## config.mk

```make
export PLATFORM = sky130hd
export DESIGN_NAME = exc_ctrl
export DESIGN_NICKNAME = d
export VERILOG_FILES = /design/src/rtl/cpu_defs.sv /design/src/rtl/exc_prio_enc.sv /design/src/rtl/exc_ctrl.sv
export SDC_FILE = /design/constraint.sdc
export NUM_CORES = 1
export LEC_CHECK = 0
export CAP_MARGIN = 10
export CORE_MARGIN = 3
export CORE_UTILIZATION = 38
export DETAILED_ROUTE_END_ITERATION = 6
export PLACE_DENSITY = 0.82
export SLEW_MARGIN = 20
export SYNTH_ARGS = -nofsm -noshare
export SYNTH_HDL_FRONTEND = slang
export SYNTH_SLANG_ARGS = --single-unit
export TNS_END_PERCENT = 1
```

## constraint.sdc

```tcl
create_clock -name clk -period 2.1 [get_ports clk]
set_input_delay 0.315 -clock clk [delete_from_list [all_inputs] [get_ports clk]]
set_output_delay 0.315 -clock clk [all_outputs]
set_load 0.01 [all_outputs]
```

## src/rtl/cpu_defs.sv

```systemverilog
// Shared CPU definitions: CP0 write operations, exception record layout,
// MIPS ExcCodes, m_exc flag bit positions and default exception vectors.
package cpu_defs;

    // Default entry points for general exceptions and TLB refill
    localparam logic [31:0] EXC_VECTOR_DEF    = 32'hBFC0_0380;
    localparam logic [31:0] REFILL_VECTOR_DEF = 32'hBFC0_0200;

    // MIPS ExcCode values written into Cause.ExcCode
    localparam logic [4:0] EXC_INT  = 5'd0;
    localparam logic [4:0] EXC_TLBL = 5'd2;
    localparam logic [4:0] EXC_TLBS = 5'd3;
    localparam logic [4:0] EXC_ADEL = 5'd4;
    localparam logic [4:0] EXC_ADES = 5'd5;
    localparam logic [4:0] EXC_SYS  = 5'd8;
    localparam logic [4:0] EXC_BP   = 5'd9;
    localparam logic [4:0] EXC_RI   = 5'd10;
    localparam logic [4:0] EXC_OV   = 5'd12;

    // Bit positions inside the 10-bit m_exc flag vector
    localparam int EB_IF_ADEL      = 9;
    localparam int EB_IF_TLBREFILL = 8;
    localparam int EB_IF_TLBINV    = 7;
    localparam int EB_RI           = 6;
    localparam int EB_OV           = 5;
    localparam int EB_SYS          = 4;
    localparam int EB_BP           = 3;
    localparam int EB_D_ADEL       = 2;
    localparam int EB_D_ADES       = 1;
    localparam int EB_D_TLB        = 0;

    // Kind of CP0 update requested by the exception controller
    typedef enum logic [2:0] {
        CP0_NONE  = 3'd0,
        CP0_EXC   = 3'd1,
        CP0_BADVA = 3'd2,
        CP0_TLB   = 3'd3,
        CP0_ERET  = 3'd4
    } cp0_op_t;

    // Exception record handed to CP0 together with the write strobe
    typedef struct packed {
        logic [4:0]  exc_code;
        logic        cause_bd;
        logic [31:0] epc;
        logic [31:0] badvaddr;
    } exc_info_t;

    // Exception controller sequencing states
    typedef enum logic [1:0] {
        ST_IDLE   = 2'd0,
        ST_COMMIT = 2'd1,
        ST_WAIT   = 2'd2,
        ST_REDIR  = 2'd3
    } exc_state_t;

    // A delay-slot instruction restarts at its branch, one word earlier
    function automatic logic [31:0] exc_epc(input logic [31:0] pc, input logic is_bd);
        return is_bd ? (pc - 32'd4) : pc;
    endfunction

endpackage

```

## src/rtl/exc_prio_enc.sv

```systemverilog
// Exception priority encoder: picks the highest-priority pending cause and
// returns its ExcCode, CP0 write type, bad address and TLB-refill flag.
module exc_prio_enc
    import cpu_defs::*;
(
    input  logic        int_p_i,
    input  logic [9:0]  exc_i,
    input  logic        d_store_i,
    input  logic        d_refill_i,
    input  logic [31:0] pc_i,
    input  logic [31:0] badvaddr_i,
    output logic        hit_o,
    output logic [4:0]  code_o,
    output cp0_op_t     wtype_o,
    output logic [31:0] badvaddr_o,
    output logic        refill_o
);

    // Fixed-priority selection; fetch faults report the PC, data faults the data address
    always_comb begin
        hit_o      = 1'b1;
        code_o     = EXC_INT;
        wtype_o    = CP0_NONE;
        badvaddr_o = 32'd0;
        refill_o   = 1'b0;
        if (int_p_i) begin
            code_o  = EXC_INT;
            wtype_o = CP0_EXC;
        end else if (exc_i[EB_IF_ADEL]) begin
            code_o     = EXC_ADEL;
            wtype_o    = CP0_BADVA;
            badvaddr_o = pc_i;
        end else if (exc_i[EB_IF_TLBREFILL] || exc_i[EB_IF_TLBINV]) begin
            code_o     = EXC_TLBL;
            wtype_o    = CP0_TLB;
            badvaddr_o = pc_i;
            refill_o   = exc_i[EB_IF_TLBREFILL];
        end else if (exc_i[EB_RI]) begin
            code_o  = EXC_RI;
            wtype_o = CP0_EXC;
        end else if (exc_i[EB_OV]) begin
            code_o  = EXC_OV;
            wtype_o = CP0_EXC;
        end else if (exc_i[EB_SYS]) begin
            code_o  = EXC_SYS;
            wtype_o = CP0_EXC;
        end else if (exc_i[EB_BP]) begin
            code_o  = EXC_BP;
            wtype_o = CP0_EXC;
        end else if (exc_i[EB_D_ADEL]) begin
            code_o     = EXC_ADEL;
            wtype_o    = CP0_BADVA;
            badvaddr_o = badvaddr_i;
        end else if (exc_i[EB_D_ADES]) begin
            code_o     = EXC_ADES;
            wtype_o    = CP0_BADVA;
            badvaddr_o = badvaddr_i;
        end else if (exc_i[EB_D_TLB]) begin
            code_o     = d_store_i ? EXC_TLBS : EXC_TLBL;
            wtype_o    = CP0_TLB;
            badvaddr_o = badvaddr_i;
            refill_o   = d_refill_i;
        end else begin
            hit_o = 1'b0;
        end
    end

endmodule

```

## src/rtl/exc_ctrl.sv

```systemverilog
// Exception controller: captures a MEM-stage exception or ERET, commits it to
// CP0 with a single write strobe, waits for CP0 read data to settle and then
// redirects fetch to the handler vector or to EPC.
//
// Handshake: cp0_wen is a one-cycle strobe (no back-pressure); cp0_rready is a
// level input sampled only while waiting; redirect_valid is a one-cycle pulse
// that carries redirect_pc and needs no acknowledge.
module exc_ctrl
    import cpu_defs::*;
#(
    parameter logic [31:0] EXC_VECTOR    = EXC_VECTOR_DEF,
    parameter logic [31:0] REFILL_VECTOR = REFILL_VECTOR_DEF
) (
    input  logic        clk,
    input  logic        rst,
    input  logic        m_valid,
    input  logic [31:0] m_pc,
    input  logic        m_is_bd,
    input  logic [31:0] m_badvaddr,
    input  logic [9:0]  m_exc,
    input  logic        m_d_store,
    input  logic        m_d_refill,
    input  logic        m_eret,
    input  logic [31:0] cp0_status,
    input  logic [31:0] cp0_cause,
    input  logic [31:0] cp0_epc,
    input  logic        cp0_rready,
    output logic        cp0_wen,
    output cp0_op_t     cp0_wtype,
    output exc_info_t   cp0_exc_info,
    output logic        flush,
    output logic        stall_req,
    output logic        redirect_valid,
    output logic [31:0] redirect_pc,
    output logic [1:0]  dbg_state
);

    exc_state_t state_q, state_d;

    logic       int_p_q, int_p_d;
    cp0_op_t    wtype_q, wtype_d;
    exc_info_t  info_q, info_d;
    logic       refill_q, refill_d;
    logic       exl_q, exl_d;
    logic       eret_q, eret_d;

    logic        enc_hit;
    logic [4:0]  enc_code;
    cp0_op_t     enc_wtype;
    logic [31:0] enc_badvaddr;
    logic        enc_refill;
    logic        capture;

    // Status/Cause bits that do not take part in interrupt detection
    logic unused_cp0_bits;
    assign unused_cp0_bits = ^{cp0_status[31:16], cp0_status[7:2], cp0_cause[31:16], cp0_cause[7:0]};

    assign dbg_state = state_q;

    exc_prio_enc u_prio_enc (
        .int_p_i    (int_p_q),
        .exc_i      (m_exc),
        .d_store_i  (m_d_store),
        .d_refill_i (m_d_refill),
        .pc_i       (m_pc),
        .badvaddr_i (m_badvaddr),
        .hit_o      (enc_hit),
        .code_o     (enc_code),
        .wtype_o    (enc_wtype),
        .badvaddr_o (enc_badvaddr),
        .refill_o   (enc_refill)
    );

    // Only a valid MEM instruction in IDLE can start a sequence
    assign capture = (state_q == ST_IDLE) && m_valid && (enc_hit || m_eret);

    // Interrupt pending: enabled, not at exception level, some unmasked line raised
    always_comb begin
        int_p_d = cp0_status[0] & ~cp0_status[1] & (|(cp0_status[15:8] & cp0_cause[15:8]));
    end

    // Next values of the latched event; an exception always beats a same-cycle ERET
    always_comb begin
        wtype_d  = wtype_q;
        info_d   = info_q;
        refill_d = refill_q;
        exl_d    = exl_q;
        eret_d   = eret_q;
        if (capture) begin
            exl_d = cp0_status[1];
            if (enc_hit) begin
                wtype_d  = enc_wtype;
                info_d   = '{exc_code: enc_code,
                             cause_bd: m_is_bd,
                             epc:      exc_epc(m_pc, m_is_bd),
                             badvaddr: enc_badvaddr};
                refill_d = enc_refill;
                eret_d   = 1'b0;
            end else begin
                wtype_d  = CP0_ERET;
                info_d   = '0;
                refill_d = 1'b0;
                eret_d   = 1'b1;
            end
        end
    end

    // State register, interrupt-pending register and event latches
    always_ff @(posedge clk or negedge rst) begin
        if (!rst) begin
            state_q  <= ST_IDLE;
            int_p_q  <= 1'b0;
            wtype_q  <= CP0_NONE;
            info_q   <= '0;
            refill_q <= 1'b0;
            exl_q    <= 1'b0;
            eret_q   <= 1'b0;
        end else begin
            state_q  <= state_d;
            int_p_q  <= int_p_d;
            wtype_q  <= wtype_d;
            info_q   <= info_d;
            refill_q <= refill_d;
            exl_q    <= exl_d;
            eret_q   <= eret_d;
        end
    end

    // Next-state and output decode; every output idles at zero / NONE
    always_comb begin
        state_d        = state_q;
        cp0_wen        = 1'b0;
        cp0_wtype      = CP0_NONE;
        cp0_exc_info   = '0;
        flush          = 1'b0;
        stall_req      = 1'b0;
        redirect_valid = 1'b0;
        redirect_pc    = 32'd0;
        case (state_q)
            ST_IDLE: begin
                if (capture) begin
                    state_d = ST_COMMIT;
                end
            end
            ST_COMMIT: begin
                cp0_wen      = 1'b1;
                cp0_wtype    = wtype_q;
                cp0_exc_info = info_q;
                flush        = 1'b1;
                stall_req    = 1'b1;
                state_d      = ST_WAIT;
            end
            ST_WAIT: begin
                stall_req = 1'b1;
                if (cp0_rready) begin
                    state_d = ST_REDIR;
                end
            end
            ST_REDIR: begin
                redirect_valid = 1'b1;
                if (eret_q) begin
                    redirect_pc = cp0_epc;
                end else if (refill_q && !exl_q) begin
                    redirect_pc = REFILL_VECTOR;
                end else begin
                    redirect_pc = EXC_VECTOR;
                end
                state_d = ST_IDLE;
            end
            default: begin
                state_d = ST_IDLE;
            end
        endcase
    end

endmodule
```

# Word-level counts from Yosys, hierarchy flattened
# Cells that the tools add are included.
totals:
  reg_bits: 79
  in_bits: 178
  wordCells: 97
classes:
  add_sub_neg: 1
  eq_ne: 5
  n_mux: 67
  n_bitwise: 4
  reduce_logical: 10
op_table:
  columns: ["operator", "n"]
  rows:
  - ["2-to-1 mux 32 bit", 13]
  - ["2-to-1 mux 70 bit", 2]
  - ["2-to-1 mux 5 bit", 10]
  - ["2-to-1 mux 3 bit", 11]
  - ["subtractor 32 x 3 -> 32 bit (second input constant)", 1]
  - ["2-to-1 mux 1 bit", 26]
  - ["2-to-1 mux 9 bit", 1]
  - ["AND 8 bit", 1]
  - ["case mux 2 bit (4 select lines)", 1]
  - ["OR reduction 8 bit", 1]
  - ["2-to-1 mux 2 bit", 3]
  - ["== test 2 bit (second input constant)", 2]
  - ["inequality test 2 bit (second input constant)", 2]
  - ["logical AND 1 bit", 3]
  - ["AND 1 bit", 2]
  - ["== test 2 x 1 -> 1 bit (second input constant)", 1]
  - ["zero test 2 bit", 1]
  - ["logical OR 1 bit", 2]
  - ["AND reduction 2 bit", 1]
  - ["OR reduction 2 bit", 1]
  - ["zero test 1 bit", 1]
  - ["inverter 1 bit", 1]

# Longest topological paths before layout
depth:
  word_depth: 14
  ltp_mapped: 8
  depth_no_buf: 7

# By module
# Synthesis repeated with hierarchy kept, for this count alone.
hier_totals:
  hier_cells: 620
  area_unflattened_um2: 5273.8
by_module_without_submodules:
  columns: ["module", "instances", "cells_per_inst", "area_per_inst_um2", "seq_area_each_um2"]
  rows:
  - ["exc_ctrl", 1, 480, 4461.8, 1976.9]
  - ["exc_prio_enc", 1, 140, 812.0, 0.0]

# Least setup slack after synthesis
# Ideal clock, no wire load.
synth_timing:
  kind: "input to register"
  from: "input port m_pc[15]"
  to: "register info_q[54] (netlist name)"
  arrival_time_ns: 1.673
  t_required_ns: 1.980
  setup_slack_ns: 0.306
  path_stages: 5
  path_cell_list: "or4_4 or4_4 nor3_2 xnor2_1 o21ai_2"
synth_between:
  elab_chain_cells: 3
synth_rtl:
  columns: ["item", "line_no", "rtl"]
  rows:
  - ["start: declaration", "exc_ctrl.sv:17", "input logic [31:0] m_pc,"]
  - ["subtractor 32 x 3 -> 32 bit", "cpu_defs.sv:59", "return is_bd ? (pc - 32'd4) : pc;"]
  - ["2-to-1 mux 32 bit", "cpu_defs.sv:59", null]
  - ["2-to-1 mux 70 bit", "exc_ctrl.sv:91", "if (enc_hit) begin"]
  - ["end signal: assignment", "exc_ctrl.sv:122", "info_q <= info_d;"]
  - ["end: declaration", "exc_ctrl.sv:42", "exc_info_t info_q, info_d;"]
# No other way between the ends.
# A chain may end at the register's enable or synchronous reset.

# Final worst setup path
layout_timing:
  from: "register state_q[1] (netlist: dbg_state[1])"
  to: "output port cp0_wtype[0]"
layout_between:
  elab_chain_cells: 2
layout_rtl:
  columns: ["item", "line_no", "rtl"]
  rows:
  - ["start: declaration", "exc_ctrl.sv:38", "exc_state_t state_q, state_d;"]
  - ["start signal: assignment", "exc_ctrl.sv:119", "state_q <= state_d;"]
  - ["== test 2 x 1 -> 1 bit", "exc_ctrl.sv:139", "case (state_q)"]
  - ["2-to-1 mux 3 bit", "exc_ctrl.sv:139", null]
  - ["end: declaration", "exc_ctrl.sv:29", "output cp0_op_t cp0_wtype,"]
# No other way between the ends.

==> flow_summary.yaml <==
floorplan:
  initial_core_util_pct: 39.1
  core_sq_mm: 0.0121
  fp.dieH_um: 118
  ios: 289
  die_w_um: 118
  die_area_sq_mm: 0.0138
  rows: 40
final_layout:
  mostFrequentLayoutCells: "133 x clkdlybuf4s50_1, 93 x dlygate4sd2_1, 78 x nand2_1"
  layout.nets: 1010
  mostFrequentLayoutCell: "clkdlybuf4s50_1"
  final_cells: 998
  antenna_cells: 0
  drive_gt1_share_pct: 13.7
  syn2layout_area_growth_pct: 70.8
cts:
  cts_sinks: 77
  root_buffer: "clkbuf_16"
  holdBufCountCts: 0
  cts_made_buffers: 9
  clk_latency_ns: 0.33
  htreeDepth: 3
  path_clk_slew_ns: 0.06
  cts_buffer_depth: 2
  cts_tree: "done"
power:
  ir_drop_mv: 0.434
  p_total_w: 0.00785
  cellPowerDensity_mw_per_mm2: 971
  p_leak_nw: 3.89
route:
  drt_iter0_drc: 264
  wl_um: 18200
  dr.pass1.iters: 5
  wl_per_cell_um: 18.2
  drcViolationCount: 0
  ant_nets: 0
  viasPerCell: 5.05
  via_count: 5040
sta:
  rsz0062_at_grt: "yes"
  max_slew_margin_pct: 61.1
  period_minus_slack_ns: 2.03
  finalSetupViolCount: 0
  min_period_over_period_pct: 96.8
  finalWorstSetupSlack_ns: 0.0662
  hold_viol: 26
  fmax_mhz: 492
  worstMarginPinSlew_ns: 0.584
  worst_clock_skew_ns: 0.00596
  hold_ws_ns: -0.0170
  maxSlewViolCount: 0
worst_hold_path:
  hold_path.class: "in -> async"
grt:
  grt_pass1_vias: 5315
  grt.overflow.total: 0
  antenna_found_initial: 1
  grt_start_max_net_pins: 55
  grt_pass1_wl_um: 28600
  grt_use_total_pct: 25.8
yosys:
  synth_cell_types: 49
  ys_ff_latch: 77
  ys_warn_count: 0
  netlist_area_sq_mm: 0.00474
  synth-edff-count: 0
  ys.flop_type: "dfrtp_1"
  async_flop_share_pct: 100
  ys_seq_area_share_pct: 40.7
  syn_nets: 722
  synthCells: 538
  synth_area_per_cell_sq_um: 8.80
critical_path:
  crit_path_end_kind: "primary output"
  crit_fanout: 22
  critPathLaunchType: "register"
  crit_type: "reg -> out"
  crit_required_ns: 1.78
  crit_arrival_ns: 1.72
job:
  maxCapViolCount: 0
placed_design:
  dpl_worst_slack_ns: -0.243
  io_buffers: 241
  routabilityCongestion: 0.929
  dpl.hpwl_um: 13800
  dp_cells: 980
outcome:
  violations: "hold timing"
  status: "complete, but fails checks"
-- layer usage --
| layer | vias up | track usage [%] | share of wire [%] |
|---|---|---|---|
| li1 | 2410 | - | - |
| met1 | 2436 | 33.4 | 44 |
| met2 | 177 | 45.1 | 50 |
| met3 | 17 | 4.28 | 4.6 |
| met4 | 0 | 6.45 | 1.3 |
| met5 | - | 0 | 0 |
-- cell usage after synthesis (11+ instances only) --
master	instances	area, sq um
nand2_1	78	293
dfrtp_1	77	1930
and2_1	73	457
o21ai_1	56	280
mux2i_1	30	300
xnor2_1	21	184
and3_1	20	125
clkbuf_1	20	75.1
inv_1	20	75.1
nor2_1	16	60.1
nor3_1	11	55.1
-- report_power, final --
part,leakage [nW],internal (W),total [W],switching [W]
Combinational,2.79,0.00190,0.00389,0.00199
Clock,0.127,0.000822,0.00143,0.000608
Sequential,0.974,0.00217,0.00253,0.000361
Total,3.89,0.00490,0.00785,0.00296
-- cells by family (layout without fill, tap and decap cells) --
family / count (synthesis) / count (layout) / share of synthesized area (%)
simple gates: 231 / 231 / 27.1
compound gates: 108 / 108 / 13.7
flops: 77 / 77 / 40.7
buf+inv: 55 / 347 / 4.78
mux: 32 / 32 / 6.82
xor+xnor: 28 / 28 / 5.18
fa+ha+maj: 6 / 6 / 1.59
other cells: 1 / 1 / 0.0792
-- flip-flops by register name, summed over array words and instances (netlist names) --
signal     flops
info_q        69
wtype_q        3
dbg_state      2
refill_q       1
exl_q          1
int_p_q        1
-- timing repair --
action,CTS,global route
pin swaps,0,0
endpoints found under the setup margin,107,27
gates resized for setup,113,19
cloned,1,0
setup buffers,2,0
-- final timing paths --
path | start | endpoint | slack, ns | cells after the start
max | dbg_state[1]$_DFFE_PN0P_ | cp0_wtype[0] | 0.07 | 5
min | rst | info_q[0]$_DFFE_PN0P_ | -0.02 | 1
max reg2reg | int_p_q$_DFF_PN0_ | info_q[31]$_DFFE_PN0P_ | 0.14 | 6
min reg2reg | info_q[45]$_DFFE_PN0P_ | info_q[45]$_DFFE_PN0P_ | 0.48 | 2
max in group asynchronous | rst | info_q[7]$_DFFE_PN0P_ | 1.50 | 2
min in group clk | info_q[45]$_DFFE_PN0P_ | info_q[45]$_DFFE_PN0P_ | 0.48 | 2
-- through the flow --
stage                     area [sq um]  setup TNS, ns  util, %
final                             8090              0     66.8
after CTS                         8070              0     66.6
after global placement            7860          -5.23     64.9
after floorplan                   4740              0        -
after global routing              8090       -0.00531     66.8
after detailed placement          7860          -7.60     64.9
-- worst max-delay path: stages, from the launching register on --
cell,delay [ns]
dfrtp_1,0.41
inv_2,0.10
ha_4,0.21
buf_12,0.17
and2_1,0.19
dlygate4sd2_1,0.29
-- area by class of cell --
cell class | instances | area (sq um)
fill | 996 | 4020
timing repair buffer | 312 | 2960
multi-input combinational | 406 | 2640
sequential | 77 | 1930
clock buffer | 11 | 243
tap | 168 | 210
inverter | 20 | 75.1
clock inverter | 4 | 25.0
No activity file was read; power rests on OpenSTA's default activity.
